**src/rtl/expr_sig_collector.sv**
```systemverilog
// Folds 90-bit expression results into a 32-bit CRC-style signature and compares it to a golden value.
// Optional idle-timeout abort is enabled by defining EXPR_SIG_TIMEOUT_EN.
module expr_sig_collector #(
  parameter logic [31:0] SEED  = 32'hFFFFFFFF,
  parameter logic [31:0] POLY  = 32'h04C11DB7,
  parameter int          CNT_W = 16
) (
  input  logic             clk,
  input  logic             rst_n,
  input  logic             start,
  input  logic [CNT_W-1:0] num_vec,
  input  logic [31:0]      expected_sig,
  input  logic             in_valid,
  input  logic [89:0]      y_in,
  output logic             in_ready,
  output logic [31:0]      sig,
  output logic [CNT_W-1:0] vec_cnt,
  output logic             done,
  output logic             pass,
  output logic             timeout
);

  // state | meaning: S_IDLE | awaiting start, S_RUN | folding vectors, S_DONE | result held
  localparam logic [1:0] S_IDLE = 2'd0;
  localparam logic [1:0] S_RUN  = 2'd1;
  localparam logic [1:0] S_DONE = 2'd2;

  logic [1:0]       r_state;
  logic [31:0]      r_sig;
  logic [CNT_W-1:0] r_cnt;
  logic [CNT_W-1:0] r_num;
  logic [31:0]      r_exp;
  logic             r_pass;

  logic             w_idle_or_done;
  logic             w_start_acc;
  logic             w_hs;
  logic [31:0]      w_fold;
  logic [31:0]      w_sig_nxt;
  logic [CNT_W-1:0] w_cnt_nxt;
  logic             w_to_fire;

  assign w_idle_or_done = (r_state == S_IDLE) || (r_state == S_DONE);
  assign w_start_acc    = start && w_idle_or_done;
  assign w_hs           = in_valid && (r_state == S_RUN);
  assign w_fold         = y_in[31:0] ^ y_in[63:32] ^ {6'b0, y_in[89:64]};
  assign w_sig_nxt      = {r_sig[30:0], 1'b0} ^ (r_sig[31] ? POLY : 32'h0) ^ w_fold;
  assign w_cnt_nxt      = r_cnt + 1'b1;

`ifdef EXPR_SIG_TIMEOUT_EN
  logic [7:0] r_idle;
  logic       r_timeout;

  // r_idle == 254 during a non-handshake RUN cycle means this is the 255th idle cycle
  assign w_to_fire = (r_state == S_RUN) && !w_hs && (r_idle == 8'd254);

  always_ff @(posedge clk) begin
    if (!rst_n) begin
      r_idle    <= 8'd0;
      r_timeout <= 1'b0;
    end else begin
      if ((r_state != S_RUN) || w_hs) r_idle <= 8'd0;
      else                            r_idle <= r_idle + 8'd1;
      if (w_start_acc)    r_timeout <= 1'b0;
      else if (w_to_fire) r_timeout <= 1'b1;
    end
  end

  assign timeout = r_timeout;
`else
  assign w_to_fire = 1'b0;
  assign timeout   = 1'b0;
`endif

  always_ff @(posedge clk) begin
    if (!rst_n) begin
      r_state <= S_IDLE;
      r_sig   <= SEED;
      r_cnt   <= '0;
      r_num   <= '0;
      r_exp   <= 32'h0;
      r_pass  <= 1'b0;
    end else begin
      case (r_state)
        S_IDLE, S_DONE: begin
          if (start) begin
            r_sig <= SEED;
            r_cnt <= '0;
            r_num <= num_vec;
            r_exp <= expected_sig;
            if (num_vec == '0) begin
              r_state <= S_DONE;
              r_pass  <= (SEED == expected_sig);
            end else begin
              r_state <= S_RUN;
              r_pass  <= 1'b0;
            end
          end
        end
        S_RUN: begin
          if (w_hs) begin
            r_sig <= w_sig_nxt;
            r_cnt <= w_cnt_nxt;
            if (w_cnt_nxt == r_num) begin
              r_state <= S_DONE;
              r_pass  <= (w_sig_nxt == r_exp);
            end
          end else if (w_to_fire) begin
            r_state <= S_DONE;
            r_pass  <= 1'b0;
          end
        end
        default: r_state <= S_IDLE;
      endcase
    end
  end

  assign in_ready = (r_state == S_RUN);
  assign done     = (r_state == S_DONE);
  assign sig      = r_sig;
  assign vec_cnt  = r_cnt;
  assign pass     = r_pass;

endmodule

```
**config.mk**
```make
export PLATFORM = sky130hd
export DESIGN_NAME = expr_sig_collector
export DESIGN_NICKNAME = d
export VERILOG_FILES = /design/src/rtl/expr_sig_collector.sv
export SDC_FILE = /design/constraint.sdc
export NUM_CORES = 1
export LEC_CHECK = 0
export CAP_MARGIN = 20
export CORE_UTILIZATION = 35
export CTS_CLUSTER_SIZE = 40
export DETAILED_ROUTE_END_ITERATION = 8
export GPL_TIMING_DRIVEN = 0
export SLEW_MARGIN = 20
export SYNTH_ARGS = -nofsm -noshare
export SYNTH_HDL_FRONTEND = slang
export SYNTH_SLANG_ARGS = --single-unit
export TNS_END_PERCENT = 20
```
**constraint.sdc**
```tcl
create_clock -name clk -period 3.5 [get_ports clk]
set_clock_uncertainty 0.1 [all_clocks]
set_input_delay 0.875 -clock clk [delete_from_list [all_inputs] [get_ports clk]]
set_output_delay 0.875 -clock clk [all_outputs]
set_load 0.03 [all_outputs]
```
======== Word-level counts from Yosys, hierarchy flattened ========
Cells that the tools add are included.
operators by class
  $add $sub $neg .......................... 1
  multipliers ............................. 0
  divide/modulo/power cells ............... 0
  order comparisons ....................... 0
  equal/unequal tests ..................... 8
  shift operators ......................... 0
  multiplexer cells ....................... 17
  bitwise gates (word level) .............. 4
  reductions and logical operators ........ 9
operators by type and width
  cell                   number
  $mux 32                2
  $pmux 32 s2            1
  $xor 32x32->32         2
  $eq 32x32->1           1
  $eq 32x32->1 const A   1
  $mux 16                2
  $pmux 16 s2            1
  $xor 32x26->32         1
  $xor 32x27->32         1
  $mux 27                1
  $add 16x1->16 const B  1
  $eq 16x16->1           1
  $logic_not 16->1       1
  $mux 2                 4
  $reduce_and 3->1       2
  $mux 1                 4
  $ne 2x1->1 const B     2
  $pmux 2 s2             1
  $reduce_and 4->1       1
  $eq 2x1->1 const B     1
  $eq 2x2->1 const B     1
  $logic_not 2->1        1
  $ne 2x2->1 const B     1
  $pmux 1 s2             1
  other kinds (4)        4
word-level totals
  flip-flop bits (word level) ............. 99
  bits in latches ......................... 0
  memory bits (writable) .................. 0
  bits in read-only memories .............. 0
  input port bits ......................... 142
  output and inout bits ................... 52
  word-level logic and storage cells ...... 45
  memories kept ........................... 0

======== Depth between registers and ports, before layout ========
Gate-level depths: netlist of run 1.
  depth after elaboration ................. 7
  gate-level depth with buffers ........... 9
  depth with buffers taken out ............ 8

======== Least setup slack after synthesis of run 1 ========
OpenSTA, ideal clock, no wires.
  path type ............................... flip-flop to flip-flop
  start point ............................. register r_cnt[1] (netlist: vec_cnt[1])
  end point ............................... register r_pass (netlist: pass)
  setup time .............................. 0.122 ns
  arrival ................................. 2.464 ns
  required time ........................... 3.278 ns
  slack ................................... 0.814 ns
  cell stages (with the launch flop) ...... 9
  buffers on the path ..................... 1
  clock period less this slack ............ 2.686 ns
  cells stage by stage .................... dfxtp_1 -> ha_1 -> clkbuf_1 -> and4_1 -> a41oi_1 -> a2111oi_0 -> o2111a_1 -> a31oi_1 -> o311a_1
between the ends
  word-level cells in the longest chain between the ends .. 4
RTL lines
  item                        line  source
  start: declaration          30    logic [CNT_W-1:0] r_cnt;
  start signal: assignment    103   r_cnt <= w_cnt_nxt;
  $add 16x1->16               48    assign w_cnt_nxt = r_cnt + 1'b1;
  $eq 16x16->1                104   if (w_cnt_nxt == r_num) begin
  $ne 2x1->1 (no line)        -
  $reduce_and 4->1 (no line)  -
  end signal: assignment      93    r_pass <= (SEED == expected_sig);
  end signal: assignment      106   r_pass <= (w_sig_nxt == r_exp);
  end: declaration            33    logic r_pass;
Every way passes these cells.
A chain may end at the register's enable or synchronous reset.

======== Final worst setup path of run 1 ========
  start point ............................. input y_in[26]
  end point ............................... register r_pass (netlist: pass)
between the ends
  word-level cells in the longest chain between the ends .. 7
RTL lines
  item                line  source
  start: declaration  14    input logic [89:0] y_in,
  $xor 32x32->32      46    assign w_fold = y_in[31:0] ^ y_in[63:32] ^ {6'b0, y_in[89:64]};
  $xor 32x26->32      46
  $xor 32x32->32      47    assign w_sig_nxt = {r_sig[30:0], 1'b0} ^ (r_sig[31] ? POLY : 32'h0) ^ w_fold;
  $eq 32x32->1        106
  $mux 1              104
  $mux 1              101   if (w_hs) begin
  $pmux 1 s2          84    case (r_state)
Every way passes these cells. The select of a mux whose other input is x is not followed.

==> results of run 1 <==
[logic make-up (layout without fill, tap and decap cells)]
| logic type | Yosys count | in the layout |
|---|---|---|
| simple gates | 282 | 282 |
| xor+xnor | 151 | 151 |
| compound gates | 139 | 139 |
| flops | 99 | 99 |
| buf+inv | 55 | 262 |
| mux | 3 | 3 |
| fa+ha+maj | 1 | 1 |
| other cells | 1 | 1 |
[layer usage]
layer | GRT usage | up-vias | share of wire
met3 | 0.0419 | 27 | 0.051
li1 | - | 2900 | -
met5 | 0 | - | 0
met4 | 0.0461 | 0 | 0.013
met1 | 0.311 | 2642 | 0.48
met2 | 0.375 | 178 | 0.46
[cells in the mapped netlist, types with 2 or more instances]
cell,instances
inv_1,5
xor3_1,10
o2111a_1,2
clkbuf_1,35
a32oi_1,2
a31oi_1,2
nor3b_1,3
mux2i_1,2
o211ai_1,3
o21a_1,2
nand3_1,18
or4_1,2
xnor2_1,97
clkbuf_2,2
a21oi_1,15
buf_1,6
o21ai_0,39
nor3_1,38
a21boi_0,52
dfxtp_1,99
buf_2,5
nand2_1,119
o22ai_1,6
nor2_1,37
and4_1,3
nand2b_1,5
xnor3_1,3
and3_1,2
nor2b_1,17
nand4_1,20
nor4_1,10
xor2_1,41
or3_1,4
a22oi_1,3
[path summary, 6_finish.rpt]
kind	depth (start not counted)	start	slack (ps)	to
setup reg to reg	8	vec_cnt[1]	430	pass
hold reg to reg	2	r_exp[24]	370	r_exp[24]
hold / removal	2	r_exp[24]	370	r_exp[24]
setup / recovery	8	y_in[26]	300	pass
[per-stage QoR]
stage          TNS (ps)  total power, mW  hold WS (ps)  cell area, um^2  utilization
4_1_cts               0             3.16           373             8520        0.510
3_5_place_dp      -29.5             2.12           362             8220        0.492
2_1_floorplan         0             1.75           344             6030            -
3_3_place_gp      -39.2             2.12           360             8220        0.492
5_1_grt               0             3.29           396             8520        0.510
6_report              0             3.15           369             8520        0.510
[area by class of cell]
class                      count  area, um^2  area share
multi-input combinational    577        3820       0.448
sequential                    99        1980       0.233
timing repair buffer         191        1910       0.224
tap                          220         275      0.0323
clock buffer                  12         246      0.0289
buffer                        50         208      0.0244
clock inverter                 4        56.3     0.00661
inverter                       5        18.8     0.00220
[critical path: stages]
cell	delay, ps
clkdlybuf4s50_1	470
xor2_1	300
xor3_1	310
nand4_1	170
or4_4	550
nor4b_2	320
a41o_1	240
o311a_1	140
[registers in the layout, indices dropped and copies added, names as in the netlist]
signal	count
vec_cnt	16
r_state	2
pass	1
r_exp	32
sig	32
r_num	16
[report_power, final]
group | internal [mW] | total [mW] | switching, mW
sequential | 1.18 | 1.23 | 0.0526
clock | 0.582 | 1.04 | 0.461
combinational | 0.436 | 0.868 | 0.431
==> results.py, run 1 <==
metrics = {
    "run_status": {
        "status": "finished, final reports clean",
    },
    "worst_setup_path": {
        "criticalPathCategory": "input port to register",
        "end_kind": "register",
        "crit_arrival_ps": 3390,
        "required_ps": 3700,
        "cp_max_fo": 2,
        "start_kind": "input port",
    },
    "power": {
        "peakVddDrop_v": 0.000255,
        "p_leak_nw": 3.07,
        "power.density_nw_per_um2": 369,
    },
    "cells_and_area": {
        "area_growth_pct": 41.3,
        "final_common_cell": "clkdlybuf4s50_1",
        "stdcell_count": 1158,
        "antenna_cells": 0,
        "fillCellCount": 1700,
        "final_cell_mix": "clkdlybuf4s50_1 (191), nand2_1 (119), dfxtp_1 (99)",
        "nets": 1076,
        "final_layout_size_suffix_gt1_frac": 0.0277,
    },
    "synth": {
        "yosys.area_share.simple": 0.221,
        "ys_seq_elements": 99,
        "synth_top_family_by_area": "XOR/XNOR gates",
        "synth_enable_flop_cells": 0,
        "ys_seq_area_frac": 0.329,
        "synth_fa_ha_area_frac": 0.00208,
        "synth_top_area_frac": 0.329,
        "async_flop_share": 0,
        "syn_nets": 874,
        "synth_cells": 731,
        "synthTopCellsByArea": "dfxtp_1 (33%), xnor2_1 (14%), nand2_1 (7.4%), a21boi_0 (6.5%), xor2_1 (6.0%)",
        "syn_area_per_cell_um2": 8.25,
        "synthXorXnorAreaFrac": 0.251,
        "ys_warn_count": 0,
        "synth.area.mux_share": 0.00519,
        "netlist_area_um2": 6030,
        "ys.flop_type": "dfxtp_1",
        "synth_compound_area_frac": 0.153,
        "synthDistinctLibCells": 56,
        "synth_top_area_cell": "dfxtp_1",
    },
    "placement": {
        "place_ws_ps": -29.5,
        "placedCellCount": 1142,
        "gp_congestion": 0.878,
        "port_buffers": 191,
        "place_hpwl_mm": 15.7,
    },
    "cts": {
        "root_buffer": "clkbuf_16",
        "cts_tree": "yes",
        "cts_hold_buf": 0,
        "numCtsBuffers": 9,
        "post-cts-setup-buffer-count": 0,
        "clkSinkCount": 99,
        "clk_latency_ps": 360,
        "cts.path.max_buffers": 2,
        "htree_levels": 3,
        "path_clk_slew_ps": 70,
        "cts_resized": 0,
    },
    "timing": {
        "min_period_ps": 3200,
        "finalMaxSlewViolations": 0,
        "fmax_mhz": 313,
        "min_period_over_period": 0.913,
        "maxSlewHeadroom": 0.499,
        "worst_slew_pin_slew_ps": 752,
        "grt_setup_unrepaired": "no",
        "final-setup-viol-count": 0,
        "fin_ws_ps": 303,
        "finalHoldViolations": 0,
    },
    "die": {
        "design.core.area_um2": 16700,
        "dieArea_um2": 17800,
        "io_pins": 194,
        "die_h_um": 133,
        "dieWidth_um": 133,
        "std_cell_rows": 47,
        "initial_core_util": 0.361,
    },
    "drt": {
        "routedWlPerCell_um": 17.2,
        "ant_nets": 0,
        "vias_per_cell": 4.96,
        "drt_first_pass_iters": 5,
        "drt_iter0_drc": 453,
        "wl_mm": 19.9,
        "vias": 5747,
        "route.detailed.drc": 0,
    },
    "global_routing": {
        "grt_pass1_wl_mm": 31.0,
        "grt_pass1_vias": 5552,
        "grt_start_max_net_pins": 17,
        "grt_usage": 0.228,
        "antenna_found_initial": 0,
        "overflow": 0,
    },
    "job": {
        "drv_cap": 0,
    },
    "hold_path": {
        "min_path_type": "register to register",
    },
}
Note: power is estimated with default switching activity, not from simulation.
==> inputs of run 2 (changes only) <==
Settings changed: CORE_MARGIN set to 1.5, HOLD_SLACK_MARGIN set to 0.1.
==> run 2 against run 1 <==
  * Fmax decreased by 1.4%
  * Critical path depth unchanged
  * Clock power about the same
  * Critical path type unchanged
  * Critical endpoint unchanged
==> results.py, run 2 (synthesis results as in run 1) <==
metrics = {
    "drt": {
        "route.detailed.drc": 0,
        "vias": 5817,
        "wl_mm": 20.0,
        "top_layer": "met4",
        "drt_iter0_drc": 324,
        "drt_first_pass_iters": 5,
        "wl_met3_mm": 1.35,
        "ant_nets": 0,
        "wl_met2_mm": 9.10,
        "vias_per_cell": 5.02,
        "routedWlPerCell_um": 17.3,
        "wl_met1_mm": 9.18,
    },
    "power": {
        "peakVddDrop_v": 0.000261,
        "power_mw": 3.16,
        "p_leak_nw": 3.07,
        "power.density_nw_per_um2": 370,
    },
    "cells_and_area": {
        "final_cell_mix": "clkdlybuf4s50_1 (191), nand2_1 (119), dfxtp_1 (99)",
        "fin_util": 0.511,
        "stdcell_count": 1159,
        "fillCellCount": 1658,
        "final_common_cell": "clkdlybuf4s50_1",
        "final_layout_size_suffix_gt1_frac": 0.0299,
        "seq_area_um2": 1980,
        "multi_input_area_um2": 3820,
        "nets": 1076,
        "area_growth_pct": 41.5,
        "design_area_um2": 8530,
    },
    "cts": {
        "clkSinkCount": 99,
        "cts_resized": 0,
        "path_clk_slew_ps": 70,
        "cts_hold_buf": 0,
        "post-cts-setup-buffer-count": 0,
        "cts.path.max_buffers": 2,
        "root_buffer": "clkbuf_16",
        "htree_levels": 3,
        "clk_latency_ps": 360,
        "cts_tree": "yes",
        "numCtsBuffers": 9,
    },
    "worst_setup_path": {
        "start_kind": "input port",
        "cp_max_fo": 2,
        "end_kind": "register",
        "worstRegToRegCells": 9,
        "criticalPathCategory": "input port to register",
        "required_ps": 3710,
        "crit_arrival_ps": 3450,
    },
    "timing": {
        "fin_ws_ps": 258,
        "fmax_mhz": 308,
        "min_period_over_period": 0.926,
        "maxSlewHeadroom": 0.534,
        "worst_slew_pin_slew_ps": 699,
        "fin_setup_tns_ps": 0,
        "finalHoldViolations": 0,
        "min_period_ps": 3240,
        "timing.hold.ws_ps": 375,
        "final-setup-viol-count": 0,
        "grt_setup_unrepaired": "no",
        "finalMaxSlewViolations": 0,
    },
    "hold_path": {
        "min_path_type": "register to register",
        "whs_path_depth": 2,
    },
    "die": {
        "design.core.area_um2": 16700,
        "dieArea_um2": 18000,
        "dieWidth_um": 134,
        "initial_core_util": 0.361,
        "std_cell_rows": 47,
        "die_h_um": 134,
        "io_pins": 194,
    },
    "global_routing": {
        "antenna_found_initial": 1,
        "grt_start_max_net_pins": 18,
        "grt_pass1_vias": 5448,
        "grt_usage": 0.222,
        "grt_pass1_wl_mm": 30.4,
        "overflow": 0,
    },
    "job": {
        "drv_cap": 0,
    },
    "run_status": {
        "status": "finished, final reports clean",
    },
    "placement": {
        "port_buffers": 191,
        "place_hpwl_mm": 15.9,
        "placed_area_um2": 8220,
        "placedCellCount": 1142,
        "place_ws_ps": -79.9,
        "gp_congestion": 0.888,
    },
}
run 2: path summary, 6_finish.rpt:
check                  start          to  slack [ps]
hold / removal     r_exp[19]   r_exp[19]         370
hold reg to reg    r_exp[19]   r_exp[19]         370
setup reg to reg  vec_cnt[1]  r_state[1]         490
setup / recovery    y_in[14]        pass         260
run 2: cell type report:
type / instances / area share
Multi-Input combinational cell: 577 / 0.448
Clock buffer: 10 / 0.0280
Timing Repair Buffer: 191 / 0.224
Sequential cell: 99 / 0.232
Clock inverter: 6 / 0.00851
Inverter: 5 / 0.00220
Buffer: 50 / 0.0244
Antenna cell: 1 / 0.000293
Tap cell: 220 / 0.0323
run 2: worst max-delay path: stages:
cell	delay [ps]
clkdlybuf4s50_1	470
xor2_1	310
xor3_1	360
nand4_1	200
or4_4	560
nor4b_2	290
a41o_1	240
o311a_1	140
run 2: routing by layer:
layer | global-route usage | up-vias
met4 | 0.0687 | 0
li1 | - | 2914
met3 | 0.0552 | 21
met1 | 0.298 | 2692
met5 | 0 | -
met2 | 0.350 | 190
run 2: report_power, final:
group	switching, mW	internal (mW)
combinational	0.431	0.437
sequential	0.0515	1.18
clock	0.478	0.581
total	0.961	2.20
==> inputs of run 3 (changes only) <==
Settings changed: GPL_TIMING_DRIVEN 0 to 1.
==> run 3 against run 2 <==
  * Utilization decreased by 0.25 points
  * First-iteration DRC count shrank 4.9%
  * Sequential cell count did not move
  * Largest cell class unchanged
==> results.py, run 3 (synthesis results as in run 1) <==
metrics = {
    "run_status": {
        "status": "finished, final reports clean",
    },
    "worst_setup_path": {
        "rrSetupSlack_ps": 760,
        "required_ps": 3700,
        "start_kind": "input port",
        "r2r-start": "vec_cnt[0]",
        "crit_arrival_ps": 3300,
        "critPathLaunch": "y_in[26]",
        "cp_max_fo": 2,
        "criticalPathCategory": "input port to register",
        "end_kind": "register",
    },
    "cells_and_area": {
        "stdcell_count": 1126,
        "nets": 1043,
        "fin_util": 0.508,
        "final_layout_size_suffix_gt1_frac": 0.0420,
        "final_cell_mix": "clkdlybuf4s50_1 (191), nand2_1 (118), dfxtp_1 (99)",
        "final_common_cell": "clkdlybuf4s50_1",
        "area_growth_pct": 40.8,
    },
    "global_routing": {
        "grt_pass1_wl_mm": 29.3,
        "antenna_found_initial": 1,
        "overflow": 0,
        "gr-usage-met1": 0.294,
        "grtUsageMet2": 0.330,
        "use_met3": 0.0363,
        "busiest_layer": "met2",
        "grt_pass1_vias": 5266,
        "grt_usage": 0.211,
        "grt_start_max_net_pins": 66,
    },
    "power": {
        "p_switching_uw": 936,
        "peakVddDrop_v": 0.000252,
        "power.internal_mw": 2.27,
        "p_leak_nw": 3.07,
        "p_seq_frac": 0.385,
        "clock_power_share": 0.349,
        "combPwrFrac": 0.266,
        "swShare": 0.292,
        "power.density_nw_per_um2": 378,
        "power_mw": 3.21,
    },
    "die": {
        "dieArea_um2": 18000,
        "dieWidth_um": 134,
        "std_cell_rows": 47,
        "die_h_um": 134,
        "io_pins": 194,
        "design.core.area_um2": 16700,
        "initial_core_util": 0.361,
    },
    "drt": {
        "routedWlPerCell_um": 16.8,
        "drt_iter0_drc": 308,
        "vias_per_cell": 5.01,
        "route.detailed.drc": 0,
        "drt_first_pass_iters": 4,
        "ant_nets": 0,
        "wl_mm": 18.9,
        "vias": 5645,
    },
    "timing": {
        "min_period_ps": 3100,
        "finalHoldViolations": 0,
        "final-setup-viol-count": 0,
        "worst_slew_pin_slew_ps": 680,
        "finalMaxSlewViolations": 0,
        "min_period_over_period": 0.886,
        "maxSlewHeadroom": 0.543,
        "grt_setup_unrepaired": "no",
        "timing.hold.ws_ps": 373,
        "fmax_mhz": 323,
        "fin_setup_tns_ps": 0,
    },
    "hold_path": {
        "min_path_type": "register to register",
        "hp-start": "r_exp[20]",
    },
    "placement": {
        "port_buffers": 192,
        "placedCellCount": 1109,
        "gp_congestion": 0.844,
        "place_hpwl_mm": 14.3,
    },
    "cts": {
        "path_clk_slew_ps": 70,
        "htree_levels": 3,
        "clk_latency_ps": 350,
        "cts_tree": "yes",
        "root_buffer": "clkbuf_16",
        "cts_resized": 0,
        "numCtsBuffers": 9,
        "cts_hold_buf": 0,
        "cts.path.max_buffers": 2,
        "clkSinkCount": 99,
        "post-cts-setup-buffer-count": 0,
    },
    "job": {
        "drv_cap": 0,
    },
}
==> run 3: path summary, 6_finish.rpt <==
check | end | cells after the start
min reg2reg | r_exp[20] | 2
min | r_exp[20] | 2
max reg2reg | pass | 7
max | pass | 8
==> run 3: cell type report <==
cell class,count,area (um^2)
fill,1636,8210
multi-input combinational,577,3830
timing repair buffer,208,2050
inverter,5,18.8
clock buffer,11,243
sequential,99,1980
antenna,1,2.50
clock inverter,5,85.1
tap,220,275
==> run 3: per-layer routing <==
metal / vias to the layer above / routed length [um]
met5: - / 0
met4: 0 / 354
met3: 23 / 1010
met2: 166 / 8550
met1: 2605 / 9010
li1: 2851 / -
==> run 3: through the flow <==
step	setup WS, ps	area [um^2]
floorplan	814	6030
global placement	76.2	8160
detailed placement	54.0	8160
CTS	408	8490
global route	314	8490
finish	400	8490
==> run 3: power groups by stage <==
stage	clock, mW	combinational, mW	sequential [mW]
finish	1.12	0.853	1.24
floorplan	0	0.468	1.28
global route	1.20	0.922	1.24
detailed placement	0	0.853	1.26
CTS	1.13	0.858	1.23
global placement	0	0.851	1.26
==> run 3: critical path: stages <==
cell,delay [ps]
clkdlybuf4s50_1,480
xor2_1,290
xor3_1,320
nand4_1,170
or4_4,560
nor4b_2,280
a41o_1,190
o311a_1,130
